File: src/rtl/seq_shifter.sv
// Serial shifter: logical/arithmetic/rotate, one bit position per clock.
// Latency: done pulses n+2 cycles after an accepted start; o holds until the next done.
// Backpressure: start is honoured only while idle; starts seen while busy or done are dropped.
module seq_shifter #(
  parameter int WIDTH = 8,
  parameter int NW    = 4
) (
  input  logic             clk,
  input  logic             rst,
  input  logic             start,
  input  logic [WIDTH-1:0] i,
  input  logic [NW-1:0]    n,
  input  logic             ar,
  input  logic             lr,
  input  logic             rot,
  output logic             busy,
  output logic             done,
  output logic [WIDTH-1:0] o
);

  typedef enum logic [1:0] {IDLE, SHIFT, DONE} state_t;

  state_t           state, state_nxt;
  logic [WIDTH-1:0] w, w_step;
  logic [NW-1:0]    cnt;
  logic             mode_l, mode_r, mode_a;

  always_ff @(posedge clk) begin
    if (rst) state <= IDLE;
    else     state <= state_nxt;
  end

  always_comb begin
    state_nxt = state;
    busy      = 1'b0;
    done      = 1'b0;
    case (state)
      IDLE:    if (start) state_nxt = SHIFT;
      SHIFT: begin
        busy = 1'b1;
        if (cnt == '0) state_nxt = DONE;
      end
      DONE: begin
        done      = 1'b1;
        state_nxt = IDLE;
      end
      default: state_nxt = IDLE;
    endcase
  end

  // Rotate outranks the arithmetic flag; mode_a is already cleared for left/rotate.
  always_comb begin
    w_step = w;
    case ({mode_r, mode_l})
      2'b11:   w_step = {w[WIDTH-2:0], w[WIDTH-1]};
      2'b10:   w_step = {w[0], w[WIDTH-1:1]};
      2'b01:   w_step = {w[WIDTH-2:0], 1'b0};
      default: w_step = {(mode_a ? w[WIDTH-1] : 1'b0), w[WIDTH-1:1]};
    endcase
  end

  // o is loaded on the edge entering DONE so it is valid while done is high.
  always_ff @(posedge clk) begin
    if (rst) begin
      w      <= '0;
      cnt    <= '0;
      o      <= '0;
      mode_l <= 1'b0;
      mode_r <= 1'b0;
      mode_a <= 1'b0;
    end else begin
      case (state)
        IDLE: if (start) begin
          w      <= i;
          cnt    <= n;
          mode_l <= lr;
          mode_r <= rot;
          mode_a <= ar & ~lr & ~rot;
        end
        SHIFT: begin
          if (cnt != '0) begin
            w   <= w_step;
            cnt <= cnt - NW'(1);
          end else begin
            o <= w;
          end
        end
        default: ;
      endcase
    end
  end

endmodule
File: config.mk
export PLATFORM = sky130hd
export DESIGN_NAME = seq_shifter
export DESIGN_NICKNAME = d
export VERILOG_FILES = /design/src/rtl/seq_shifter.sv
export SDC_FILE = /design/constraint.sdc
export NUM_CORES = 1
export LEC_CHECK = 0
export CAP_MARGIN = 0
export CORE_MARGIN = 3
export CORE_UTILIZATION = 45
export DETAILED_ROUTE_END_ITERATION = 7
export HOLD_SLACK_MARGIN = 0.08
export PLACE_DENSITY = 0.74
export SKIP_LAST_GASP = 1
export SLEW_MARGIN = 20
export SYNTH_ARGS = -nofsm -noshare
export SYNTH_HDL_FRONTEND = slang
export SYNTH_SLANG_ARGS = --single-unit
File: constraint.sdc
create_clock -name clk -period 2.3 [get_ports clk]
set_clock_uncertainty 0.1 [all_clocks]
set_input_delay 0.23 -clock clk [delete_from_list [all_inputs] [get_ports clk]]
set_output_delay 0.23 -clock clk [all_outputs]
set_load 0.005 [all_outputs]
==> results.md, run 1 <==
* Post-DP HPWL at 1.89 mm
* Global-route usage over all layers at 0.175
* Count leader, synth: dfxtp_1
* Max-Cap Viols at 0
* Routed Antenna Nets at 0
* Post-synth EDFFs at 0
* Layout area overhead at 24.7%
* Share of post-route cells with drive strength above 1 at 0.0556
* Post-route setup TNS at 0 ps
* Final Hold Vio Count at 0
* Worst slew margin at 0.575
* Setup crit end kind: output port
* Remaining global-route overflow at 0
* Postcts setup bufs at 0
* Starting density of the core at 0.481
* YS warnings at 0
* WS Path Type: reg -> out
* Clock Sinks at 25
* Syn Area/Cell at 8.79 µm²
* Peak supply drop at 0.000421 V
* CTS tree: done
* Dpl cells at 188
* DRC Markers at 0
* Bufs on Longest Clock Path at 2
* Lkg Pwr at 0.528 nW
* Fmax achieved at 490 MHz
* Crit path largest cell delay at 480 ps
* Total iterations of the first detailed-routing run at 4
* Synth top area share at 0.416
* Die span in x at 57.7 µm
* Vias in the first global route at 1015
* Final setup violation count at 0
* Critical Path Source: state[1]
* Combinational power share at 0.321
* Status: complete, no violations
* Min cycle time layout at 2040 ps
* Ys flop type: dfxtp_1
* Core Rows at 18
* Async S/R FF share, synth at 0
* Post-synthesis sequential area ratio at 0.416
* Synthesized area at 0.00120 mm²
* Hold path start: ar
* Via density at 5.46
* Worst skew pair latency at 320 ps
* Final Cycle Share at 0.887
* Crit path launch type: flop
* Routed vias at 1049
* GPL Wtd Cong at 0.813
* Post-synth cell types at 28
* CTS Buf Count at 3
* DR iter-0 viols at 43
* Initial antenna violation count at 0
* Leading area contributor after synthesis: dfxtp_1
* Fin nets at 182
* Ant. Diodes at 0
* Syn Nets at 156
* Critical-path maximum fanout at 10
* Slowest-stage cell, CP: clkdlybuf4s50_1
* Sw power at 0.000367 W
* First-pass GRT wire length at 4.60 mm
* Pin count of the biggest net entering global routing at 21
* Die Span Y at 57.7 µm
* # port buffers at 27
* Post-synthesis register bit count at 25
* FF-to-FF Start: cnt[0]
* Critical path, cell by cell: nand2b_1, inv_1, clkdlybuf4s50_1
* CTS clk-pin slew, worst paths at 130 ps
* Die ar. at 0.00333 mm²
* Clock share of power at 0.177
* Resize count post-CTS at 0
* P_int at 0.000731 W
* Final core occ at 0.601
* Mapped Cells at 137
* Max-slew violation count at 0
* Io pins at 28
* Largest cells by area after synthesis: dfxtp_1 (42%), mux2i_1 (13%), o211ai_1 (6.9%), a21oi_1 (5.8%), nand2_1 (5.3%)
* Power density over cell area at 731 mW/mm²
* Finished Layout Cells at 192
* H-tree levels at 1
* Core area at 0.00250 mm²
* Routed wire length at 2.70 mm
* Post-synth top cells: dfxtp_1 (25), nand2_1 (17), mux2i_1 (16)
* CP Data Required Time at 1970 ps
* Switching part of the total at 0.335
* Hold-fix buffers at CTS at 0
* Avg WL per Cell at 14.1 µm
* Hold WC Path Type: in -> reg
* Slew @ Worst Pin at 636 ps
* Clk root buf: clkbuf_4
* Reg power frac at 0.501
* RSZ-0062 raised after global routing: no
* Worst EP arrival at 1710 ps
==> worst max-delay path: cells and delay by family, from the launching register on <==
family | cells | cell delay, ps
buffers and inverters | 2 | 600
flip-flops | 1 | 400
AND/OR/NAND/NOR | 1 | 390
==> cell usage in the layout (no fill, tap or decap) <==
cell type        instances
a21oi_1                 14
and2_1                   1
and4bb_1                 1
buf_4                    3
clkbuf_1                 1
clkbuf_4                 3
clkdlybuf4s50_1         27
dfxtp_1                 25
ha_1                     1
inv_1                    5
mux2i_1                 16
nand2_1                 17
nand2b_1                 5
nand3_1                  3
nor2_1                  15
nor2b_1                  1
nor3_1                   2
nor3_4                   1
nor3b_1                  1
nor4_1                   1
nor4b_1                  1
o211ai_1                11
o21ai_0                  2
o32ai_1                  1
o32ai_2                  1
or2b_1                   1
or3_1                    1
or3_4                    1
==> power by group through the flow <==
stage	Clock, W	Sequential, W	Combinational, W
global route	0.000220	0.000558	0.000395
CTS	0.000201	0.000549	0.000355
floorplan	0	0.000536	0.000272
global placement	0	0.000556	0.000345
finish	0.000195	0.000550	0.000353
detailed placement	0	0.000557	0.000353
==> worst paths after layout <==
path                                to  cells past startpoint  slack (ps)
worst min-delay path            mode_a                      3         360
worst min register to register  cnt[1]                      2         380
worst max-delay path              busy                      3         260
worst max register to register  cnt[0]                      6         500
==> logic make-up after synthesis <==
kind of cell,count (synthesis),share of synthesized area
AOI/OAI and AO/OA,29,0.156
adders and majority gates,1,0.0104
buffers and inverters,14,0.0644
DFF,25,0.416
muxes,16,0.133
and+or+nand+nor,52,0.220
==> sequential cells by signal (all words and copies together) (netlist names) <==
signal	count
o	8
w	8
cnt	4
state	2
mode_a	1
mode_l	1
mode_r	1
==> metal layers <==
layer | vias to the layer above | global-route usage | share of wire
met5 | - | 0 | 0
li1 | 533 | - | -
met1 | 484 | 0.226 | 0.45
met3 | 2 | 0.0490 | 0.064
met4 | 0 | 0.0397 | 0.0074
met2 | 30 | 0.290 | 0.48
==> area by class of cell <==
type | count | area, µm²
inverter | 5 | 18.8
multi-input combinational | 98 | 626
fill | 226 | 998
sequential | 25 | 500
timing repair buffer | 30 | 293
tap | 30 | 37.5
clock buffer | 4 | 26.3
==> through the flow <==
stage | setup WS, ps | hold slack (ps) | instance area, µm² | total power [W]
after floorplan | 602 | 277 | 1200 | 0.000808
after global placement | 544 | 358 | 1480 | 0.000901
after detailed placement | 489 | 368 | 1480 | 0.000910
after CTS | 243 | 358 | 1500 | 0.00111
after global routing | 117 | 359 | 1500 | 0.00117
final | 260 | 361 | 1500 | 0.00110
(Power assumes the default switching activity.)
==> run 2: changes to the inputs <==
--- a/config.mk
+++ b/config.mk
@@ -10,6 +10,7 @@
 export CORE_UTILIZATION = 45
 export DETAILED_ROUTE_END_ITERATION = 7
 export HOLD_SLACK_MARGIN = 0.08
+export MAX_ROUTING_LAYER = met4
 export PLACE_DENSITY = 0.74
 export SKIP_LAST_GASP = 1
 export SLEW_MARGIN = 20
==> constraint.sdc (replaced) <==
create_clock -name clk -period 2.45 [get_ports clk]
set_clock_uncertainty 0.1 [all_clocks]
set_input_delay 0.245 -clock clk [delete_from_list [all_inputs] [get_ports clk]]
set_output_delay 0.245 -clock clk [all_outputs]
set_load 0.005 [all_outputs]
==> results.md, run 2 (synthesis gave the netlist of run 1 again) <==
* Hold WC Path Type: in -> reg (unchanged)
* Lkg Pwr at 0.527 nW (was 0.528 nW)
* Min cycle time layout at 2050 ps
* Io pins at 28 (unchanged)
* # port buffers at 27 (unchanged)
* Fin nets at 182 (unchanged)
* Power density over cell area at 690 mW/mm² (was 731 mW/mm²)
* Vias in the first global route at 1050 (was 1015)
* Clock Sinks at 25 (unchanged)
* Routed vias at 1060 (was 1049)
* Initial antenna violation count at 0 (unchanged)
* Commonest non-fill, non-tap cell in the layout: clkdlybuf4s50_1 (unchanged)
* Starting density of the core at 0.481 (unchanged)
* Final Hold Vio Count at 0 (unchanged)
* GPL Wtd Cong at 0.846 (was 0.813)
* Routed Antenna Nets at 0 (unchanged)
* Overall power consumption at 0.00104 W (was 0.00110 W)
* Post-DP HPWL at 1.95 mm (was 1.89 mm)
* R2R Path End: cnt[0] (unchanged)
* H-tree levels at 1 (unchanged)
* Die Span Y at 57.7 µm (unchanged)
* Global-route usage over all layers at 0.182 (was 0.175)
* Clk root buf: clkbuf_4 (unchanged)
* Core Rows at 18 (unchanged)
* DR iter-0 viols at 18 (was 43)
* First-pass GRT wire length at 4.65 mm (was 4.60 mm)
* Hold path start: ar (unchanged)
* CTS Buf Count at 3 (unchanged)
* Critical-path maximum fanout at 10 (unchanged)
* Via density at 5.52 (was 5.46)
* Worst Hold Path EP: mode_a (unchanged)
* Max-slew violation count at 0 (unchanged)
* DRC Markers at 0 (unchanged)
* Max-Cap Viols at 0 (unchanged)
* Total iterations of the first detailed-routing run at 4 (unchanged)
* Slew @ Worst Pin at 563 ps (was 636 ps)
* Die span in x at 57.7 µm (unchanged)
* R2r setup slk at 670 ps (was 500 ps)
* Remaining global-route overflow at 0 (unchanged)
* Avg WL per Cell at 13.9 µm (was 14.1 µm)
* Core area at 0.00250 mm² (unchanged)
* Routed wire length at 2.67 mm (was 2.70 mm)
* CP Data Required Time at 2110 ps (was 1970 ps)
* Die ar. at 0.00333 mm² (unchanged)
* WS Path Type: reg -> out (unchanged)
* Fmax achieved at 488 MHz
* Resize count post-CTS at 0 (unchanged)
* Peak supply drop at 0.000405 V (was 0.000421 V)
* Layout area overhead at 25.1% (was 24.7%)
* Share of post-route cells with drive strength above 1 at 0.0617 (was 0.0556)
* CTS clk-pin slew, worst paths at 150 ps (was 130 ps)
* Crit path largest cell delay at 470 ps (was 480 ps)
* Reg2reg path depth at 6 (unchanged)
* RSZ-0062 raised after global routing: no (unchanged)
* CP top delay family: buffers and inverters (unchanged)
* Postcts setup bufs at 0 (unchanged)
* Bufs on Longest Clock Path at 2 (unchanged)
* Final Cycle Share at 0.836
* Worst skew pair latency at 330 ps (was 320 ps)
* Hold-fix buffers at CTS at 0 (unchanged)
* Setup crit end kind: output port (unchanged)
* CTS tree: done (unchanged)
* Final setup violation count at 0 (unchanged)
* Crit path launch type: flop (unchanged)
* Most frequent cells in the layout: clkdlybuf4s50_1 (27), dfxtp_1 (25), nand2_1 (17), mux2i_1 (16), nor2_1 (15) (unchanged)
* Post-route setup TNS at 0 ps (unchanged)
* Pin count of the biggest net entering global routing at 21 (unchanged)
* Worst path bufs/invs at 2 (unchanged)
* Hold Slack at 364 ps (was 361 ps)
* FF-to-FF Start: cnt[0] (unchanged)
* Critical path, cell by cell: nand2b_1, inv_1, clkdlybuf4s50_1 (unchanged)
* Biggest regs: o (8), w (8), cnt (4) (unchanged)
* Status: complete, no violations (unchanged)
* Slowest-stage cell, CP: clkdlybuf4s50_1 (unchanged)
* Worst EP arrival at 1700 ps (was 1710 ps)
* Worst slew margin at 0.624 (was 0.575)
* Hold path depth at 3 (unchanged)
* Ant. Diodes at 0 (unchanged)
run 2: changes by cell type in the layout (fill, tap and decap cells not counted):
cell        delta
clkbuf_1       -1
clkinvlp_4     +1
run 2: layout make-up:
cell class                      count  area, µm²
Tap cell                           30       37.5
Clock inverter                      1       7.51
Multi-Input combinational cell     98        626
Inverter                            5       18.8
Timing Repair Buffer               30        293
Clock buffer                        3       22.5
Fill cell                         237        995
Sequential cell                    25        500
run 2: per-layer routing:
metal	vias up	part of all wire	global-route usage	wire, µm
met1	502	0.44	0.224	1170
li1	528	-	-	-
met4	0	0.0071	0.0497	19
met2	28	0.49	0.297	1320
met5	-	0	-	0
met3	2	0.061	0.0468	162
run 2: worst register-to-register path, cell delays in order (launching register included):
cell and delay [ps]:
dfxtp_1 360, inv_1 60, ha_1 220, and4bb_1 210, or3_4 460, o21ai_0 190
a21oi_1 80
run 2: how the worst max path moves through the flow:
stage / end / cells past startpoint / slack [ps] / startpoint
after floorplan: cnt[2] / 7 / 750 / cnt[0]
after detailed placement: cnt[0] / 6 / 680 / cnt[0]
after global routing: busy / 3 / 240 / state[1]
after global placement: cnt[0] / 6 / 690 / cnt[0]
final: busy / 3 / 400 / state[1]
after CTS: busy / 3 / 380 / state[1]
run 2: through the flow:
step | setup WS [ps] | area (µm²) | utilization | std cells
finish | 401 | 1510 | 0.602 | 192
global route | 244 | 1510 | 0.602 | 192
CTS | 377 | 1510 | 0.602 | 192
detailed placement | 677 | 1480 | 0.590 | 188
global placement | 689 | 1480 | 0.590 | 188
floorplan | 752 | 1200 | - | 137
run 2: where the power goes:
group          switching [W]  internal (W)  total (W)
clock               0.000129     0.0000625   0.000191
combinational       0.000168      0.000164   0.000332
sequential         0.0000563      0.000458   0.000515
==> run 3: changes to the inputs <==
--- a/config.mk
+++ b/config.mk
@@ -7,11 +7,11 @@
 export LEC_CHECK = 0
 export CAP_MARGIN = 0
 export CORE_MARGIN = 3
-export CORE_UTILIZATION = 45
+export CORE_UTILIZATION = 44
 export DETAILED_ROUTE_END_ITERATION = 7
 export HOLD_SLACK_MARGIN = 0.08
 export MAX_ROUTING_LAYER = met4
-export PLACE_DENSITY = 0.74
+export PLACE_DENSITY = 0.76
 export SKIP_LAST_GASP = 1
 export SLEW_MARGIN = 20
 export SYNTH_ARGS = -nofsm -noshare
==> constraint.sdc (replaced) <==
create_clock -name clk -period 1.7 [get_ports clk]
set_clock_uncertainty 0.1 [all_clocks]
set_input_delay 0.17 -clock clk [delete_from_list [all_inputs] [get_ports clk]]
set_output_delay 0.17 -clock clk [all_outputs]
set_load 0.005 [all_outputs]
==> results.md, run 3 (synthesis gave the netlist of run 1 again) <==
* Status: finished with violations (was complete, no violations)
* Violated checks: negative setup slack
* Fin worst setup slack at -7.66 ps (was 401 ps)
* CTS tree: done (unchanged)
* Overall power consumption at 0.00165 W (was 0.00104 W)
* Final core occ at 0.646 (was 0.602)
* CP Data Required Time at 1820 ps (was 2110 ps)
* Final Hold Vio Count at 0 (unchanged)
* Vias in the first global route at 1062 (was 1050)
* Worst skew pair latency at 320 ps (was 330 ps)
* Multi-input gate area at 671 µm² (was 626 µm²)
* CTS Buf Count at 3 (unchanged)
* Avg WL per Cell at 16.4 µm (was 13.9 µm)
* DR iter-0 viols at 55 (was 18)
* Clock Sinks at 25 (unchanged)
* Pin count of the biggest net entering global routing at 21 (unchanged)
* Critical-path maximum fanout at 7 (was 10)
* # port buffers at 27 (unchanged)
* Final setup violation count at 3 (was 0)
* Ant. Diodes at 0 (unchanged)
* Biggest regs: o (8), w (8), cnt (4) (unchanged)
* Fin nets at 192 (was 182)
* Core area at 0.00254 mm² (was 0.00250 mm²)
* Commonest non-fill, non-tap cell in the layout: clkdlybuf4s50_1 (unchanged)
* P_int at 0.00108 W (was 0.000685 W)
* Core Rows at 18 (unchanged)
* First-pass GRT wire length at 4.99 mm (was 4.65 mm)
* Max-Cap Viols at 0 (unchanged)
* CTS clk-pin slew, worst paths at 140 ps (was 150 ps)
* Combinational power share at 0.385 (was 0.320)
* Slew @ Worst Pin at 413 ps (was 563 ps)
* Switching part of the total at 0.347 (was 0.341)
* Layout area overhead at 36.6% (was 25.1%)
* Routed wire length at 3.32 mm (was 2.67 mm)
* H-tree levels at 1 (unchanged)
* Fmax achieved at 586 MHz
* RSZ-0062 raised after global routing: yes (was no)
* Starting density of the core at 0.473 (was 0.481)
* Bufs on Longest Clock Path at 2 (unchanged)
* Reg power frac at 0.449 (was 0.496)
* WS Path Type: reg -> reg (was reg -> out)
* Die span in x at 58.3 µm (was 57.7 µm)
* Setup crit end kind: flop (was output port)
* Share of post-route cells with drive strength above 1 at 0.169 (was 0.0617)
* Fillers at 224 (was 237)
* Routed vias at 1145 (was 1060)
* Hold Slack at 307 ps (was 364 ps)
* Post-route setup TNS at -17.6 ps (was 0 ps)
* Routed Antenna Nets at 0 (unchanged)
* Worst EP arrival at 1830 ps (was 1700 ps)
* Min cycle time layout at 1710 ps
* Io pins at 28 (unchanged)
* Most frequent cells in the layout: clkdlybuf4s50_1 (26), dfxtp_1 (21), nand2_1 (17), mux2i_1 (16) (was clkdlybuf4s50_1 (27), dfxtp_1 (25), nand2_1 (17), mux2i_1 (16), nor2_1 (15))
* Dpl cells at 195 (was 188)
* Total iterations of the first detailed-routing run at 4 (unchanged)
* Via density at 5.67 (was 5.52)
* DRC Markers at 0 (unchanged)
* Remaining global-route overflow at 0 (unchanged)
* Die ar. at 0.00340 mm² (was 0.00333 mm²)
* Power density over cell area at 1000 mW/mm² (was 690 mW/mm²)
* Max-slew violation count at 0 (unchanged)
* Register Area at 508 µm² (was 500 µm²)
* Finished Layout Cells at 202 (was 192)
* Crit path launch type: flop (unchanged)
* Peak supply drop at 0.000637 V (was 0.000405 V)
* Die Span Y at 58.3 µm (was 57.7 µm)
* Clock share of power at 0.165 (was 0.184)
* Worst slew margin at 0.723 (was 0.624)
* Hold WC Path Type: in -> reg (unchanged)
* Global-route usage over all layers at 0.194 (was 0.182)
* Initial antenna violation count at 0 (unchanged)
* GPL Wtd Cong at 0.811 (was 0.846)
* Final Cycle Share at 1.00
* Post-DP HPWL at 2.10 mm (was 1.95 mm)
* Lkg Pwr at 0.601 nW (was 0.527 nW)
* Clk root buf: clkbuf_4 (unchanged)
* Sw power at 0.000573 W (was 0.000354 W)
==> run 3: what timing repair did <==
action | CTS | global route
resized for setup | 7 | 15
hold buffers | 0 | 0
buffers inserted | 0 | 1
gates cloned | 1 | 1
pin swaps | 0 | 6
setup endpoints to repair | 5 | 18
==> run 3: path summary, 6_finish.rpt <==
path | start | endpoint | slack [ps] | cells after the start
hold reg to reg | cnt[1] | cnt[1] | 380 | 2
setup reg to reg | cnt[1] | cnt[2] | -8 | 6
setup / recovery | cnt[1] | cnt[2] | -8 | 6
hold / removal | ar | mode_a | 310 | 3
==> run 3: critical path, cell delays in order, from the launching register on <==
cell and delay (ps):
dfxtp_2 360, inv_1 60, ha_4 160, and4bb_2 260, or3_4 440, nor2_2 150, o32ai_2 80
==> run 3: cell type report <==
cell class                      count  area share
Timing Repair Buffer               39       0.233
Tap cell                           30      0.0228
Clock buffer                        4      0.0160
Sequential cell                    25       0.309
Multi-Input combinational cell     99       0.408
Inverter                            5      0.0114
==> run 3: layer usage <==
| metal | vias to the layer above | track usage | share of wire |
|---|---|---|---|
| li1 | 552 | - | - |
| met1 | 535 | 0.254 | 0.42 |
| met2 | 56 | 0.305 | 0.51 |
| met3 | 2 | 0.0219 | 0.069 |
| met4 | 0 | 0.0795 | 0.0024 |
| met5 | - | - | 0 |
==> run 3: through the flow <==
stage | worst slack, ps | cell area, µm²
floorplan | 2.11 | 1200
global placement | 26.8 | 1540
detailed placement | -41.5 | 1540
CTS | -44.2 | 1590
global route | -67.8 | 1640
finish | -7.66 | 1640
==> run 3: power groups by stage <==
stage	Clock (W)	Sequential (W)	Combinational, W
finish	0.000273	0.000742	0.000636
global route	0.000305	0.000750	0.000689
CTS	0.000280	0.000732	0.000569
detailed placement	0	0.000740	0.000549
global placement	0	0.000736	0.000530
floorplan	0	0.000725	0.000368
